File: src/rtl/sb_tx_serializer.sv
// Sideband transmit serializer.
// Expands a 4-bit encoded sideband message into a 64-bit message-without-data
// packet and shifts it out LSB first (1 UI per i_clk), or emits a 64 UI
// alternating clock pattern burst. Every packet or burst is followed by a
// GAP_UI idle gap before the block returns to IDLE.
//
// Ports:
//   i_clk                 serializer clock, 1 UI per cycle
//   i_rst_n               async active-low reset
//   i_sb_en               block enable; low aborts to IDLE on the next edge
//   i_start_pattern_req   level request for a 64 UI pattern burst
//   i_encoded_SB_msg      message code (1 OUT_OF_RESET, 2 DONE_REQ, 3 DONE_RESP)
//   i_tx_msg_valid        message code valid, sampled only in IDLE
//   o_sb_txdat            serial data, LSB first
//   o_sb_txclk_en         high on every UI carrying pattern or packet bits
//   o_start_pattern_done  one-cycle pulse on the last pattern UI
//   o_SB_Busy             serializer occupied; falling edge = ready
//   o_illegal_msg         one-cycle pulse for a valid carrying code 0 or >3
module sb_tx_serializer #(
  parameter int unsigned SB_MSG_WIDTH = 4,
  parameter int unsigned PKT_WIDTH    = 64,
  parameter int unsigned GAP_UI       = 32
) (
  input  logic                    i_clk,
  input  logic                    i_rst_n,
  input  logic                    i_sb_en,
  input  logic                    i_start_pattern_req,
  input  logic [SB_MSG_WIDTH-1:0] i_encoded_SB_msg,
  input  logic                    i_tx_msg_valid,
  output logic                    o_sb_txdat,
  output logic                    o_sb_txclk_en,
  output logic                    o_start_pattern_done,
  output logic                    o_SB_Busy,
  output logic                    o_illegal_msg
);

  localparam int unsigned CNT_W = 7;
  localparam logic [CNT_W-1:0] PKT_LAST  = CNT_W'(PKT_WIDTH - 1);
  localparam logic [CNT_W-1:0] DONE_ARM  = CNT_W'(PKT_WIDTH - 2);
  localparam logic [CNT_W-1:0] GAP_LAST  = CNT_W'(GAP_UI - 1);
  localparam logic [4:0]       MWD_OPCODE = 5'b10010;

  typedef enum logic [1:0] {
    ST_IDLE,
    ST_PATTERN,
    ST_PKT,
    ST_GAP
  } state_e;

  state_e                 state_q, state_d;
  logic [CNT_W-1:0]       cnt_q, cnt_d;
  logic [PKT_WIDTH-1:0]   shreg_q, shreg_d;
  logic                   txdat_q, txdat_d;
  logic                   clken_q, clken_d;
  logic                   done_q, done_d;
  logic                   busy_q, busy_d;
  logic                   illegal_q, illegal_d;

  logic                   msg_legal;
  logic [7:0]             msg_code;
  logic [7:0]             msg_subcode;
  logic [PKT_WIDTH-1:0]   new_pkt;

  // Assemble a message-without-data packet; CP covers bits [61:0], DP is 0.
  function automatic logic [PKT_WIDTH-1:0] build_pkt(input logic [7:0] mc,
                                                     input logic [7:0] sc);
    logic [PKT_WIDTH-1:0] pkt;
    pkt         = '0;
    pkt[4:0]    = MWD_OPCODE;
    pkt[21:14]  = mc;
    pkt[39:32]  = sc;
    pkt[62]     = ^pkt[61:0];
    pkt[63]     = 1'b0;
    return pkt;
  endfunction

  // Encoded message code to msgcode/subcode lookup.
  always_comb begin
    msg_legal   = 1'b1;
    msg_code    = 8'h00;
    msg_subcode = 8'h00;
    case (i_encoded_SB_msg)
      SB_MSG_WIDTH'(1): begin msg_code = 8'h91; msg_subcode = 8'h00; end
      SB_MSG_WIDTH'(2): begin msg_code = 8'h95; msg_subcode = 8'h01; end
      SB_MSG_WIDTH'(3): begin msg_code = 8'h9A; msg_subcode = 8'h01; end
      default:          msg_legal = 1'b0;
    endcase
  end

  assign new_pkt = build_pkt(msg_code, msg_subcode);

  // State register and registered outputs.
  always_ff @(posedge i_clk or negedge i_rst_n) begin
    if (!i_rst_n) begin
      state_q   <= ST_IDLE;
      cnt_q     <= '0;
      shreg_q   <= '0;
      txdat_q   <= 1'b0;
      clken_q   <= 1'b0;
      done_q    <= 1'b0;
      busy_q    <= 1'b0;
      illegal_q <= 1'b0;
    end else begin
      state_q   <= state_d;
      cnt_q     <= cnt_d;
      shreg_q   <= shreg_d;
      txdat_q   <= txdat_d;
      clken_q   <= clken_d;
      done_q    <= done_d;
      busy_q    <= busy_d;
      illegal_q <= illegal_d;
    end
  end

  // Next state; output registers are loaded with the values that belong to
  // the UI being entered, so outputs line up with state_q.
  always_comb begin
    state_d   = state_q;
    cnt_d     = cnt_q;
    shreg_d   = shreg_q;
    txdat_d   = 1'b0;
    clken_d   = 1'b0;
    done_d    = 1'b0;
    busy_d    = 1'b0;
    illegal_d = 1'b0;

    if (!i_sb_en) begin
      state_d = ST_IDLE;
      cnt_d   = '0;
      shreg_d = '0;
    end else begin
      case (state_q)
        ST_IDLE: begin
          if (i_tx_msg_valid && msg_legal) begin
            state_d = ST_PKT;
            cnt_d   = '0;
            shreg_d = new_pkt;
            txdat_d = new_pkt[0];
            clken_d = 1'b1;
            busy_d  = 1'b1;
          end else begin
            illegal_d = i_tx_msg_valid;
            if (i_start_pattern_req) begin
              state_d = ST_PATTERN;
              cnt_d   = '0;
              txdat_d = 1'b1;
              clken_d = 1'b1;
              busy_d  = 1'b1;
            end
          end
        end

        ST_PATTERN: begin
          busy_d = 1'b1;
          if (cnt_q == PKT_LAST) begin
            state_d = ST_GAP;
            cnt_d   = '0;
          end else begin
            cnt_d   = cnt_q + CNT_W'(1);
            // Even UIs carry 1, so the next UI is 1 exactly when this one is odd.
            txdat_d = cnt_q[0];
            clken_d = 1'b1;
            done_d  = (cnt_q == DONE_ARM);
          end
        end

        ST_PKT: begin
          busy_d  = 1'b1;
          shreg_d = shreg_q >> 1;
          if (cnt_q == PKT_LAST) begin
            state_d = ST_GAP;
            cnt_d   = '0;
          end else begin
            cnt_d   = cnt_q + CNT_W'(1);
            txdat_d = shreg_q[1];
            clken_d = 1'b1;
          end
        end

        ST_GAP: begin
          if (cnt_q == GAP_LAST) begin
            state_d = ST_IDLE;
            cnt_d   = '0;
          end else begin
            cnt_d  = cnt_q + CNT_W'(1);
            busy_d = 1'b1;
          end
        end

        default: begin
          state_d = ST_IDLE;
          cnt_d   = '0;
        end
      endcase
    end
  end

  assign o_sb_txdat           = txdat_q;
  assign o_sb_txclk_en        = clken_q;
  assign o_start_pattern_done = done_q;
  assign o_SB_Busy            = busy_q;
  assign o_illegal_msg        = illegal_q;

endmodule

File: config.mk
export PLATFORM = sky130hd
export DESIGN_NAME = sb_tx_serializer
export DESIGN_NICKNAME = d
export VERILOG_FILES = /design/src/rtl/sb_tx_serializer.sv
export SDC_FILE = /design/constraint.sdc
export NUM_CORES = 1
export LEC_CHECK = 0
export CORE_MARGIN = 1
export CORE_UTILIZATION = 40
export DETAILED_ROUTE_END_ITERATION = 12
export PLACE_DENSITY = 0.62
export SYNTH_ARGS = -nofsm -noshare
export SYNTH_HDL_FRONTEND = slang
export SYNTH_SLANG_ARGS = --single-unit
File: constraint.sdc
create_clock -name i_clk -period 5.8 [get_ports i_clk]
set_input_delay 1.45 -clock i_clk [delete_from_list [all_inputs] [get_ports i_clk]]
set_output_delay 1.45 -clock i_clk [all_outputs]
set_load 0.02 [all_outputs]
# Word-level counts from Yosys, hierarchy flattened
# Index checks and enable logic that the tools add are counted.
word_totals:
  reg_bits: 78
  inputBits: 9
  out_inout_bits: 5
  wordCells: 68
classes:
  addsub: 1
  n_eq_ne: 14
  muxes: 37
  reduce_logical: 8
op_table:
  columns: ["op", "n"]
  rows:
  - ["$mux W64", 2]
  - ["$pmux W64 S2", 1]
  - ["$reduce_xor A62 Y1", 1]
  - ["$mux W7", 5]
  - ["$pmux W8 S3", 1]
  - ["$pmux W7 S3", 1]
  - ["$mux W1", 18]
  - ["$eq A7 B6 Y1 const B", 2]
  - ["$mux W2", 5]
  - ["$eq A4 B2 Y1 const B", 2]
  - ["$add A7 B1 Y7 const B", 1]
  - ["$eq A7 B5 Y1 const B", 1]
  - ["$ne A3 B3 Y1 const B", 2]
  - ["$pmux W1 S3", 2]
  - ["$pmux W2 S3", 1]
  - ["$eq A2 B2 Y1 const B", 2]
  - ["$eq A4 B1 Y1 const B", 1]
  - ["$ne A4 B4 Y1 const B", 1]
  - ["$reduce_or A2 Y1", 2]
  - ["$ne A3 B1 Y1 const B", 1]
  - ["$ne A3 B2 Y1 const B", 1]
  - ["$reduce_and A3 Y1", 1]
  - ["$reduce_or A3 Y1", 1]
  - ["$eq A2 B1 Y1 const B", 1]
  - ["other kinds (4)", 4]

# Logic depth before layout (Yosys ltp)
logic_depth:
  depth_word: 7
  ltp_mapped: 9
  mapped_depth_nobuf: 7

# Least setup slack after synthesis
# OpenSTA, ideal clock, no wires.
synth_timing:
  kind: "input-to-reg"
  from: "input port i_encoded_SB_msg[3]"
  to: "register shreg_q[62]"
  setup_time_ns: 0.082
  arrival_time_ns: 2.852
  required_time_ns: 5.718
  setup_slack_ns: 2.866
  path_stages: 8
  n_path_buf: 1
  cell_sequence: "nor2_2 > buf_2 > nand3_1 > ha_1 > nor4bb_1 > xnor2_1 > or3_1 > a31oi_1"
synth_between:
  elab_chain_len: 7
  elab_cells_between_ends: 15
  cone_classes: "4 x eq/ne; 6 x mux; 5 x reduce/logical"
synth_lines:
  columns: ["item", "line", "source"]
  rows:
  - ["start, declared", "28", "input logic [SB_MSG_WIDTH-1:0] i_encoded_SB_msg,"]
  - ["$eq A4 B2 Y1", "82", "case (i_encoded_SB_msg)"]
  - ["$reduce_or A2 Y1 (no source line)", null, null]
  - ["$mux W1", "82", null]
  - ["$reduce_xor A62 Y1", "72", "pkt[62] = ^pkt[61:0];"]
  - ["$mux W64", "134", "if (i_tx_msg_valid && msg_legal) begin"]
  - ["$pmux W64 S2", "132", "case (state_q)"]
  - ["$mux W64", "127", "if (!i_sb_en) begin"]
  - ["end signal, assigned", "106", "shreg_q <= shreg_d;"]
  - ["end, declared", "52", "logic [PKT_WIDTH-1:0] shreg_q, shreg_d;"]
# Several ways; a longest one is shown, not always the timed one. The select of a mux whose other input is x is not followed.
# A chain may end at the register's enable or synchronous reset.

# Worst setup path in the final report
layout_timing:
  from: "input port i_encoded_SB_msg[1]"
  to: "register shreg_q[15]"
layout_between:
  elab_chain_len: 6
  elab_cells_between_ends: 12
  cone_classes: "4 x eq/ne; 5 x mux; 3 x reduce/logical"
layout_lines:
  columns: ["item", "line"]
  rows:
  - ["$eq A4 B2 Y1 or $eq A4 B1 Y1 (tied branches)", "82"]
  - ["$reduce_or A3 Y1 (no source line)", null]
  - ["$mux W1", "82"]
  - ["$logic_and A1 B1 Y1", "134"]
  - ["$ne A3 B3 Y1 (no source line)", null]
  - ["$reduce_and A2 Y1 (no source line)", null]
# Several ways; a longest one is shown, not always the timed one. The select of a mux whose other input is x is not followed.

==> impl_summary.md <==
Run status
The flow ran to the end, and the final reports show no timing, DRC or antenna violations.

Drt
After the first detailed-routing iteration, the DRC count stood at 160. The first TritonRoute pass finished after 4 iterations. In the routed design, unresolved DRC markers number 0. The routed design has roughly 6200 um of wire.

The average detailed-routed wire length per instance is around 16 um. In the routed layout, each cell is associated on average with a via count of roughly 5.6. Detailed routing inserted a total of between 2k and 2.5k vias. The number of nets with antenna violations after detailed routing is 0.

Logic synthesis
The number of storage elements in the synthesis netlist is 76. The Yosys step of the flow raised 0 warnings. Among all flip-flop cells after synthesis, the most frequent one is dfrtp_1. The share of the yosys chip area belonging to registers is a little over half. After synthesis, the share of flip-flops with an asynchronous set or reset is 100.0%. After synthesis the cells add up to around 0.0035 sq mm. When the netlist entered floorplanning its net count stood at about 300. Each instance of the synthesized netlist takes up on average between 10 and 15 sq um. The number of synthesized flops with an enable pin is 0. Synthesis instantiated 57 different standard cells from the library.

In the synthesized netlist, the number of instances is between 200 and 300.

Setup path
The startpoint identified for the worst register-to-register timing path is state_q[0]$_DFFE_PN0P_. Walking the worst path, the cells encountered are clkdlybuf4s50_1 -> or2_1 -> a31oi_4 -> o21a_2 -> mux2_2. Counting cells, the worst reg-to-reg path comes to 6.

The type of element capturing the critical path is a flop. The type of the setup path with the least slack is input port to flop. STA puts the critical path data required time at 6.03 ns. The minimum setup slack among reg-to-reg paths is between 3 and 4 ns. The largest driver fanout on the critical path is between 50 and 60. The arrival time of data at the critical path endpoint is between 4 and 5 ns. The cell with the largest stage delay on the worst path is o21a_2. On the worst path, the slowest cell contributes a delay of 0.92 ns.

The worst setup path is launched from an input port. The endpoint identified for the worst register-to-register timing path is shreg_q[15]$_DFFE_PN0P_. The critical path's top delay family is compound AO/OA/AOI/OAI gates. The number of buffers and inverters on the critical path is 1.

Global routing
Global routing used between 10% and 20% of the available tracks. The number of antenna violations at the first check in global routing was 0. Entering global routing, the biggest net connects a little under 80 pins. The number of global-route vias before repair is around 2.2k. The wire length of the first global-routing pass is 10800 um. Global routing finished with a remaining overflow of 0.

Clocking
The number of hold buffers added after cts is 0. The number of buffers on the longest clock path is 2. Counting the buffers created by CTS gives 9. The total number of clock tree sinks is 76. CTS placed an instance of clkbuf_8 at the clock tree root.

Post-CTS timing repair inserted 0 buffers for setup. The total of cells resized after clock tree synthesis is 0. Clock-pin slew was measured on the worst setup and hold paths at about 0.08 ns. TritonCTS built the clock tree. The later-pin clock latency in the skew report is approximately 0.34 ns.

The H-tree generated during clock tree synthesis spans 3 levels.

Timing
The number of setup violations in the final report is 0. Setup repair after global routing left no endpoint under its margin. The worst path needs approximately 3.8 ns of the cycle, external delays included. Setup total negative slack on the finished layout was measured at 0 ns. The worst max-slew margin expressed relative to the limit is about a quarter. For this run, the top clock speed supported by timing is 264.0 MHz. Dividing the final minimum period by the clock period gives 65.30%. The count of final max-slew check failures is 0. At the pin with the least slew margin, the transition time is approximately 1.1 ns. Between clock sinks in the finished design, the worst skew comes to between 0.007 and 0.008 ns. The hold violation total from the final report was 0.

Cells and area
The growth of design area from synthesis to finish is 9.830%. The number of nets in the finished design is roughly 310. The finished cells cover 0.003802 sq mm. The final cell count without fillers is between 300 and 400. Cells with a size suffix above 1 make up ~11% of the layout.

The diode insertion count for antenna repair is 0. The number of filler instances in the final layout is 765.

Placement
The HPWL after detailed placement is roughly 3700 um. Including well taps, the total number of placed cells is 382. The routability-driven placement congestion ratio is 0.8112. After detailed placement, the total cell area comes to roughly 0.0036 sq mm.

The number of port buffers is 13.

Power and ir drop
The power per unit of standard cell area is roughly 340 mW/mm^2. The worst ir drop on vdd is 0.1604 mV. In this run the static leakage power is roughly 1.7 nW.

Die
The area of the die is around 0.0090 sq mm. From left edge to right edge, the die measures around 95 um. In this run the core area contains 33 standard-cell rows. The die height is 95.04 um. The area of the core region is 0.008299 sq mm.

The starting density of the core is 41.72%. The number of I/O pins is 14.

Hold path
For hold timing, the worst endpoint is shreg_q[13]$_DFFE_PN0P_. The worst min-delay path class is flop to flop. The hold path depth is 1. In this run the most critical hold path is launched from shreg_q[14]$_DFFE_PN0P_.

Run
Across the run, the number of max-cap violations was 0.
[cell usage in the layout (no fill, tap or decap), types with 2 or more instances in the layout]
master,instances
nor2b_1,2
nand2_1,15
o2111ai_1,3
mux2_2,6
nand3b_1,2
inv_1,9
nor2_1,5
o211ai_1,2
clkbuf_8,10
inv_6,2
nand4b_1,2
nor3b_1,2
ha_1,8
nand4_1,3
nor3_1,4
bufinv_16,2
a22o_1,52
dfrtp_1,76
o21a_1,2
clkdlybuf4s50_1,12
a21boi_0,3
mux2i_1,2
nand3_1,9
o21ai_0,9
a21oi_1,6
or3_1,3
nand2b_1,7
a31oi_1,2
nor4b_1,2
[synthesized netlist by cell type (all sizes together), types with 3 or more instances]
| library cell | instances | area [sq um] |
|---|---|---|
| nand4 | 3 | 18.77 |
| o21a | 3 | 23.77 |
| mux2 | 6 | 67.56 |
| dfrtp | 76 | 1902 |
| nor3 | 4 | 20.02 |
| o2111ai | 3 | 26.28 |
| ha | 8 | 100.1 |
| a22o | 53 | 465.5 |
| clkbuf | 6 | 23.77 |
| buf | 14 | 126.4 |
| nand2 | 15 | 56.30 |
| a31oi | 3 | 33.78 |
| nand2b | 7 | 43.79 |
| or3 | 3 | 18.77 |
| a21oi | 6 | 30.03 |
| a21boi | 3 | 22.52 |
| o21ai | 9 | 45.04 |
| nand3 | 9 | 45.04 |
| nor2 | 6 | 25.03 |
| inv | 9 | 33.78 |
[cell families after synthesis]
group / after synthesis / share of synthesized area, %
AO/OA/AOI/OAI: 97 / 23.46
flip-flops: 76 / 54.93
AND/OR/NAND/NOR: 65 / 10.63
buffers and inverters: 29 / 5.312
multiplexers: 8 / 2.530
adder cells (fa/ha/maj): 8 / 2.891
XOR/XNOR: 1 / 0.2530
[how the worst max path moves through the flow]
stage	from	to	slack [ns]	cells after the start
3_3_place_gp	i_encoded_SB_msg[1]	shreg_q[15]$_DFFE_PN0P_	1.73	5
3_5_place_dp	i_encoded_SB_msg[1]	shreg_q[14]$_DFFE_PN0P_	1.67	5
2_1_floorplan	i_encoded_SB_msg[3]	shreg_q[62]$_DFFE_PN0P_	2.87	8
6_report	i_encoded_SB_msg[1]	shreg_q[15]$_DFFE_PN0P_	2.01	5
5_1_grt	i_encoded_SB_msg[1]	shreg_q[21]$_DFFE_PN0P_	1.87	5
4_1_cts	i_encoded_SB_msg[1]	shreg_q[15]$_DFFE_PN0P_	2.05	5
[worst reg2reg max path: cells and delay by family (launching register included)]
kind	cells	cell delay, ns
adder cells (fa/ha/maj)	1	0.36
AO/OA/AOI/OAI	2	1.13
multiplexers	1	0.43
flip-flops	1	0.42
buffers and inverters	2	0.26
[cell type report]
class / count / area (sq um) / area share, %
Clock inverter: 6 / 93.84 / 2.468
Multi-Input combinational cell: 179 / 1376 / 36.20
Sequential cell: 76 / 1902 / 50.02
Tap cell: 105 / 131.4 / 3.455
Clock buffer: 10 / 137.6 / 3.620
Timing Repair Buffer: 13 / 127.6 / 3.356
Inverter: 9 / 33.78 / 0.8884
[power breakdown]
part	switching (mW)	internal [mW]	total [mW]
Clock	0.203	0.258	0.461
Combinational	0.178	0.0958	0.274
Sequential	0.0176	0.557	0.574
Total	0.399	0.910	1.31
[sequential cells by signal, indices dropped and copies added (netlist names)]
name                  count
o_sb_txclk_en             1
cnt_q                     7
o_start_pattern_done      1
o_sb_txdat                1
state_q                   2
o_SB_Busy                 1
o_illegal_msg             1
shreg_q                  62
[per-stage QoR]
stage	power (mW)	hold slack (ns)	utilization (%)	setup WS, ns
after global placement	0.8545	0.4666	43.03	1.727
final	1.309	0.4947	45.82	2.012
after detailed placement	0.8588	0.4745	43.03	1.669
after global routing	1.376	0.5063	45.82	1.868
after floorplan	0.7943	0.4501	-	2.866
after CTS	1.322	0.4941	45.82	2.045
[routing by layer]
layer,GRT usage [%],wire length [um]
met5,0,0
met4,9.343,119
met3,2.951,169
met2,21.04,2624
met1,23.50,3304
Power figures use the tool's default switching activity.
